===== config.mk =====
export PLATFORM = sky130hd
export DESIGN_NAME = result_uart_tx
export DESIGN_NICKNAME = d
export VERILOG_FILES = /design/src/rtl/result_uart_tx.sv
export SDC_FILE = /design/constraint.sdc
export NUM_CORES = 1
export LEC_CHECK = 0
export ABC_AREA = 1
export BUFFER_PORTS_ARGS = -buffer_cell sky130_fd_sc_hd__buf_2
export CAP_MARGIN = 5
export CORE_AREA = 2 2 66 68
export DETAILED_ROUTE_END_ITERATION = 8
export DIE_AREA = 0 0 68 70
export PLACE_DENSITY = 0.78
export SETUP_SLACK_MARGIN = 0.15
export SYNTH_ARGS = -nofsm -noshare
export SYNTH_HDL_FRONTEND = slang
export SYNTH_SLANG_ARGS = --single-unit

===== constraint.sdc =====
create_clock -name clk -period 1.4 [get_ports clk]
set_input_delay 0.21 -clock clk [delete_from_list [all_inputs] [get_ports clk]]
set_output_delay 0.21 -clock clk [all_outputs]
set_load 0.02 [all_outputs]

===== src/rtl/result_uart_tx.sv =====
// result_uart_tx: captures a 16-bit product on a valid/ready handshake and
// sends it as two UART frames (low byte first) on a single serial pin.
// Optional feature macro: RESULT_UART_TX_PARITY_EN adds an even-parity bit
// after the eight data bits of each frame (8E1 instead of 8N1).
module result_uart_tx #(
    parameter int CLKS_PER_BIT = 8
) (
    input  logic        clk,
    input  logic        reset,
    input  logic [15:0] res_data,
    input  logic        res_valid,
    output logic        res_ready,
    output logic        tx,
    output logic        busy,
    output logic        overrun
);

    localparam logic [2:0] S_IDLE   = 3'd0;
    localparam logic [2:0] S_START  = 3'd1;
    localparam logic [2:0] S_DATA   = 3'd2;
`ifdef RESULT_UART_TX_PARITY_EN
    localparam logic [2:0] S_PARITY = 3'd3;
`endif
    localparam logic [2:0] S_STOP   = 3'd4;

    localparam logic [7:0] LAST_CNT = 8'(CLKS_PER_BIT - 1);

    logic [2:0]  state;
    logic [15:0] shadow;
    logic [7:0]  shifter;
    logic [2:0]  bit_idx;
    logic        byte_sel;
    logic [7:0]  baud_cnt;
    logic [7:0]  cur_byte;
    logic        accept;
    logic        bit_end;

    assign accept  = res_valid & res_ready;
    assign bit_end = (baud_cnt == LAST_CNT);

    // Byte of the captured product belonging to the frame in flight.
    always_comb begin
        cur_byte = byte_sel ? shadow[15:8] : shadow[7:0];
    end

    // Baud counter: free-runs while a transfer is active, parked at 0 in IDLE.
    always_ff @(posedge clk) begin
        if (reset) begin
            baud_cnt <= 8'd0;
        end else if (state == S_IDLE || bit_end) begin
            baud_cnt <= 8'd0;
        end else begin
            baud_cnt <= baud_cnt + 8'd1;
        end
    end

    // Frame sequencer: each branch registers the line level of the next bit,
    // so tx changes exactly on the edge that ends the previous bit.
    always_ff @(posedge clk) begin
        if (reset) begin
            state     <= S_IDLE;
            tx        <= 1'b1;
            res_ready <= 1'b1;
            busy      <= 1'b0;
            shadow    <= 16'd0;
            shifter   <= 8'd0;
            bit_idx   <= 3'd0;
            byte_sel  <= 1'b0;
        end else begin
            case (state)
                S_IDLE: begin
                    if (accept) begin
                        shadow    <= res_data;
                        byte_sel  <= 1'b0;
                        bit_idx   <= 3'd0;
                        tx        <= 1'b0;
                        res_ready <= 1'b0;
                        busy      <= 1'b1;
                        state     <= S_START;
                    end
                end
                S_START: begin
                    // Shifter is (re)loaded from the shadow copy here, so a
                    // later change on res_data can never reach the line.
                    if (bit_end) begin
                        shifter <= cur_byte;
                        tx      <= cur_byte[0];
                        bit_idx <= 3'd0;
                        state   <= S_DATA;
                    end
                end
                S_DATA: begin
                    if (bit_end) begin
                        if (bit_idx == 3'd7) begin
`ifdef RESULT_UART_TX_PARITY_EN
                            tx    <= ^cur_byte;
                            state <= S_PARITY;
`else
                            tx    <= 1'b1;
                            state <= S_STOP;
`endif
                        end else begin
                            bit_idx <= bit_idx + 3'd1;
                            shifter <= {1'b0, shifter[7:1]};
                            tx      <= shifter[1];
                        end
                    end
                end
`ifdef RESULT_UART_TX_PARITY_EN
                S_PARITY: begin
                    if (bit_end) begin
                        tx    <= 1'b1;
                        state <= S_STOP;
                    end
                end
`endif
                S_STOP: begin
                    if (bit_end) begin
                        if (!byte_sel) begin
                            // Second frame follows with no idle gap.
                            byte_sel <= 1'b1;
                            tx       <= 1'b0;
                            state    <= S_START;
                        end else begin
                            tx        <= 1'b1;
                            res_ready <= 1'b1;
                            busy      <= 1'b0;
                            state     <= S_IDLE;
                        end
                    end
                end
                default: begin
                    tx        <= 1'b1;
                    res_ready <= 1'b1;
                    busy      <= 1'b0;
                    state     <= S_IDLE;
                end
            endcase
        end
    end

    // Sticky overrun: a product offered while busy is dropped and flagged;
    // the next successful accept clears the flag.
    always_ff @(posedge clk) begin
        if (reset) begin
            overrun <= 1'b0;
        end else if (accept) begin
            overrun <= 1'b0;
        end else if (res_valid && state != S_IDLE) begin
            overrun <= 1'b1;
        end
    end

endmodule


# --- Word level (Yosys, flattened, before mapping) ---
# Index checks and enable logic that the tools add are counted.
op_classes:
  bitwise: 2
  reduce_logical: 17
  n_addsub: 2
  n_mux: 33
  eq_ne: 12
op_table:
  columns: ["op", "n"]
  rows:
  - ["2-to-1 mux 8 bit", 4]
  - ["2-to-1 mux 3 bit", 9]
  - ["case mux 8 bit (2 select lines)", 1]
  - ["!= test 2 bit, second input constant", 7]
  - ["2-to-1 mux 1 bit", 13]
  - ["case mux 3 bit (4 select lines)", 1]
  - ["AND reduction 4 bit", 3]
  - ["AND reduction 5 bit", 2]
  - ["case mux 3 bit (3 select lines)", 1]
  - ["adder 8 x 1 -> 8 bit, second input constant", 1]
  - ["equality test 8 x 3 -> 1 bit, second input constant", 1]
  - ["equality test 3 bit, second input constant", 2]
  - ["case mux 1 bit (3 select lines)", 2]
  - ["nonzero test 3 bit", 2]
  - ["OR reduction 2 bit", 3]
  - ["case mux 1 bit (4 select lines)", 1]
  - ["nonzero test 2 bit", 2]
  - ["adder 3 x 1 -> 3 bit, second input constant", 1]
  - ["equality test 3 x 1 -> 1 bit, second input constant", 1]
  - ["equality test 3 x 2 -> 1 bit, second input constant", 1]
  - ["zero test 3 bit", 1]
  - ["AND reduction 3 bit", 1]
  - ["case mux 1 bit (2 select lines)", 1]
  - ["AND reduction 2 bit", 1]
  - ["4 further kinds", 4]
word_totals:
  regBits: 43
  out_inout_bits: 4

# --- Longest topological paths before layout ---
logic_depth:
  depth_word: 4
  mapped_depth: 10
  ltp_nobuf: 10

# --- Worst setup path after synthesis ---
# OpenSTA, ideal clock, no wires.
synth_path:
  kind: "reg2reg"
  startpoint: "reg bit_idx[0]"
  endpoint: "reg state[0]"
  setup_time_ps: 113
  setup_slack_ps: 36
  path_buffers: 0
  period_less_slack_ps: 1364
  path_stages_with_launch: 8
  t_required_ps: 1287
  t_arrival_ps: 1251
  cell_sequence: "dfxtp_1 > ha_1 > ha_1 > or2_2 > nand4_1 > nand2_1 > nand2_1 > nor2_1"
synth_via:
  elab_chain_len: 3
synth_rtl:
  columns: ["item", "line", "text"]
  rows:
  - ["start, declared", "31", "logic [2:0] bit_idx;"]
  - ["start signal, assigned", "103", "bit_idx <= bit_idx + 3'd1;"]
  - ["equality test 3 bit", "94", "if (bit_idx == 3'd7) begin"]
  - ["!= test 2 bit (no line)", null, null]
  - ["AND reduction 5 bit (no line)", null, null]
  - ["end signal, assigned", "89", "state <= S_DATA;"]
  - ["end signal, assigned", "100", "state <= S_STOP;"]
  - ["end signal, assigned", "123", "state <= S_START;"]
  - ["end, declared", "28", "logic [2:0] state;"]
# No other way between the ends.
# A chain may end at the register's enable or synchronous reset.

# --- Worst setup path after layout ---
layout_path:
  startpoint: "reg baud_cnt[3]"
  endpoint: "reg state[0]"
layout_via:
  elab_chain_len: 3
  elab_cells_between_ends: 5
  cone_classes: "eq/ne: 4; reduce/logical: 1"
layout_rtl:
  columns: ["item", "line", "text"]
  rows:
  - ["start, declared", "33", "logic [7:0] baud_cnt;"]
  - ["start signal, assigned", "53", "baud_cnt <= baud_cnt + 8'd1;"]
  - ["equality test 8 x 3 -> 1 bit *", "39", "assign bit_end = (baud_cnt == LAST_CNT);"]
  - ["!= test 2 bit (no line)", null, null]
  - ["AND reduction 5 bit (no line) *", null, null]
  - ["end signal, assigned", "61", "state <= S_IDLE;"]
  - ["end signal, assigned", "79", "state <= S_START;"]
  - ["end signal, assigned", "89", null]
# Mark *: on every way between the ends. The rest lies on a longest branch, timed or not.

==> flow_summary.toml <==
[timing]
slew_at_the_pin_with_the_worst_max_slew_slack_ns = 0.3562
final-hold-violation-count = 0
whs_ns = 0.1707
timing.clock.skew_ns = 0.008590
post-route-min-period_ns = 1.389
final-max-slew-violation-count = 0
setup-violations-final = 0
timing.final.crit_share = 0.9923
tightest_slew_margin_relative_to_the_limit = 0.7623
unrepaired_setup_endpoints_after_global_routing = "true"
fmax_ghz = 0.7198

[place]
detailed_place_hpwl_um = 3168
dpl-instance-area_um2 = 2223
place_congestion = 0.9297
buffer_ports.inserted = 22

[setup_path]
crit_arrival_ns = 1.61
critPathMaxFanout = 5
worstSetupEndpointType = "flip-flop"
critical_path.n_buffers_inverters = 2
critical_path.slowest_cell = "dfxtp_2"
critical_path.top_delay_family = "simple AND/OR/NAND/NOR gates"
critical_path_required_ns = 1.62
timing_worst_setup_path_type = "reg -> reg"
worst_path_most_repeated_cell = "nand2_1"
cp_cell_sequence = "inv_2 -> buf_4 -> nand3_2 -> o21ai_4 -> nand4_1 -> nand2_1 -> nand2_1 -> nor2_1"
setup.worst_path.start_class = "flip-flop"
worst_path_largest_cell_delay_ns = 0.35

[pwr]
pwr-share-seq = 0.335
p_clk_frac = 0.201
p_sw_uw = 1931
combinationalPowerShare = 0.464
power.density_nw_per_um2 = 1856
power_leakage_uw = 0.001168
cell_internal_pwr_uw = 2860
worst_ir_drop_vdd_mv = 1.266
p_sw_frac = 0.4030

[yosys]
post_synth.cell_area_avg_um2 = 7.120
synthDistinctLibCells = 29
syn-instance-count = 278
yosys_warnings = 0
ys_seq_area_frac = 0.4248
mappedNetlistArea_um2 = 1979
post_synthesis_sequential_element_count = 42
synth_nets = 300
largest_cells_by_area_after_synthesis = "dfxtp_1, nand2_1, nor2_1"
netlist.top_cell.by_area = "dfxtp_1"
post-synth-top-area-fraction = 0.4248

[clock_tree]
clock-root-buffer = "clkbuf_8"
tritoncts_num_sinks = 42
path_clk_slew_ns = 0.08
cts_inserted_buffers = 5
clockBufferDepth = 2
clk-insertion-delay-late_ns = 0.30
tritoncts = "done"
ctsHtreeMaxLevel = 2

[min_path]
hold_path_class = "in -> reg"

[finish]
final_cell_area_um2 = 2581
share_of_post_route_cells_with_drive_strength_above_1 = 0.3200
area.growth.synth_to_final_pct = 30.40
final_common_cell = "nand2_1"
finish.net_count = 346
final_cell_mix = "nand2_1, dfxtp_1, nor2_1"
count_of_antenna_diodes_in_the_layout = 0

[floorplanning]
die_w_um = 68
die_area_um2 = 4760
io_pins = 23
fp-row-count = 24
die_height_um = 70
floorplan.initialDensity = 0.4777
core_um2 = 4144

[drt]
route.antenna.remaining_nets = 0
route.vias.total = 1986
wl_per_cell_um = 13.83
dr.pass1.iters = 4
via_per_inst = 5.268
drt_drc_violations_left = 0
wl_um = 5214
initialDrtViolationCount = 125

[global_route]
grt_pass1_vias = 1737
globalRouteOverflowTotal = 0
grt.total_usage = 0.2165
antenna_found_initial = 0
grt_first_pass_wirelength_um = 7866
maximum_number_of_pins_on_one_net_before_global_route_repair = 21

[flow_run]
timing.max_cap.violations = 0

[run_status]
run_status = "complete, no violations"
logic make-up (layout without fill, tap and decap cells):
logic type / Yosys count / after routing / synth area share
AND/OR/NAND/NOR: 144 / 144 / 0.3319
AO/OA/AOI/OAI: 50 / 50 / 0.1315
flip-flops: 42 / 42 / 0.4248
buffers and inverters: 37 / 84 / 0.08407
adder cells (fa/ha/maj): 3 / 3 / 0.01897
XOR/XNOR: 2 / 2 / 0.008851
per-stage QoR:
stage	total power, uW	std cells	setup slack (ns)	TNS, ns	utilization
floorplan	2958	278	0.1114	0	-
global placement	3380	356	0.01908	0	0.5365
detailed placement	3414	356	0.02322	0	0.5365
CTS	4565	369	0.08659	0	0.5927
global route	5090	377	-0.08493	-0.3471	0.6229
finish	4791	377	0.01074	0	0.6229
metal layers:
metal | routed length (um) | part of all wire | vias to the layer above | GRT usage
met5 | 0 | 0 | - | 0
met4 | 108 | 0.021 | 0 | 0.05778
met3 | 280 | 0.054 | 13 | 0.06119
met2 | 2471 | 0.47 | 61 | 0.3193
met1 | 2353 | 0.45 | 926 | 0.3090
li1 | - | - | 986 | -
Yosys cell counts (all sizes together):
cell type  count
o211ai         1
nand3         19
or2            1
xnor2          1
ha             3
a21oi         24
nand4          4
clkbuf         3
o21ai         25
buf            5
clkinv         1
nor2          37
dfxtp         42
inv           28
xor2           1
nand2         77
nor3           6
power groups by stage:
stage	clock network, uW	logic (uW)	registers (uW)
floorplan	0	1340	1620
global placement	0	1790	1590
CTS	967	2010	1590
detailed placement	0	1820	1590
finish	961	2220	1610
global route	1020	2450	1620
repair_timing:
item / in CTS / in global routing
setup endpoints to repair: 26 / 32
resized for setup: 24 / 25
hold buffers: 0 / 0
buffers inserted: 5 / 8
pin swaps: 9 / 15
tightest hold or removal path, delay by kind of cell:
kind                   cells  cell delay (ns)
AO/OA/AOI/OAI              2             0.14
buffers and inverters      1             0.07
final cells by class:
type                       instances  area [um^2]
timing repair buffer              47        317.8
tap                               52        65.06
clock inverter                     2        37.54
sequential                        42        855.8
inverter                          29        113.9
clock buffer                       6        72.57
fill                             353         1563
multi-input combinational        199         1119
worst paths after layout:
path	startpoint	endpoint	slack, ns	depth (start not counted)
setup / recovery	baud_cnt[3]	state[0]	0.01	8
hold / removal	res_data[4]	shadow[4]	0.17	3
setup reg to reg	baud_cnt[3]	state[0]	0.01	8
hold reg to reg	shadow[7]	shadow[7]	0.46	2
sequential cells by signal (all words and copies together), names as in the netlist:
register and cells:
byte_sel 1, baud_cnt 8, busy 1, shadow 16
res_ready 1, state 3, bit_idx 3, overrun 1
shifter 7, tx 1
Power figures use the tool's default switching activity.
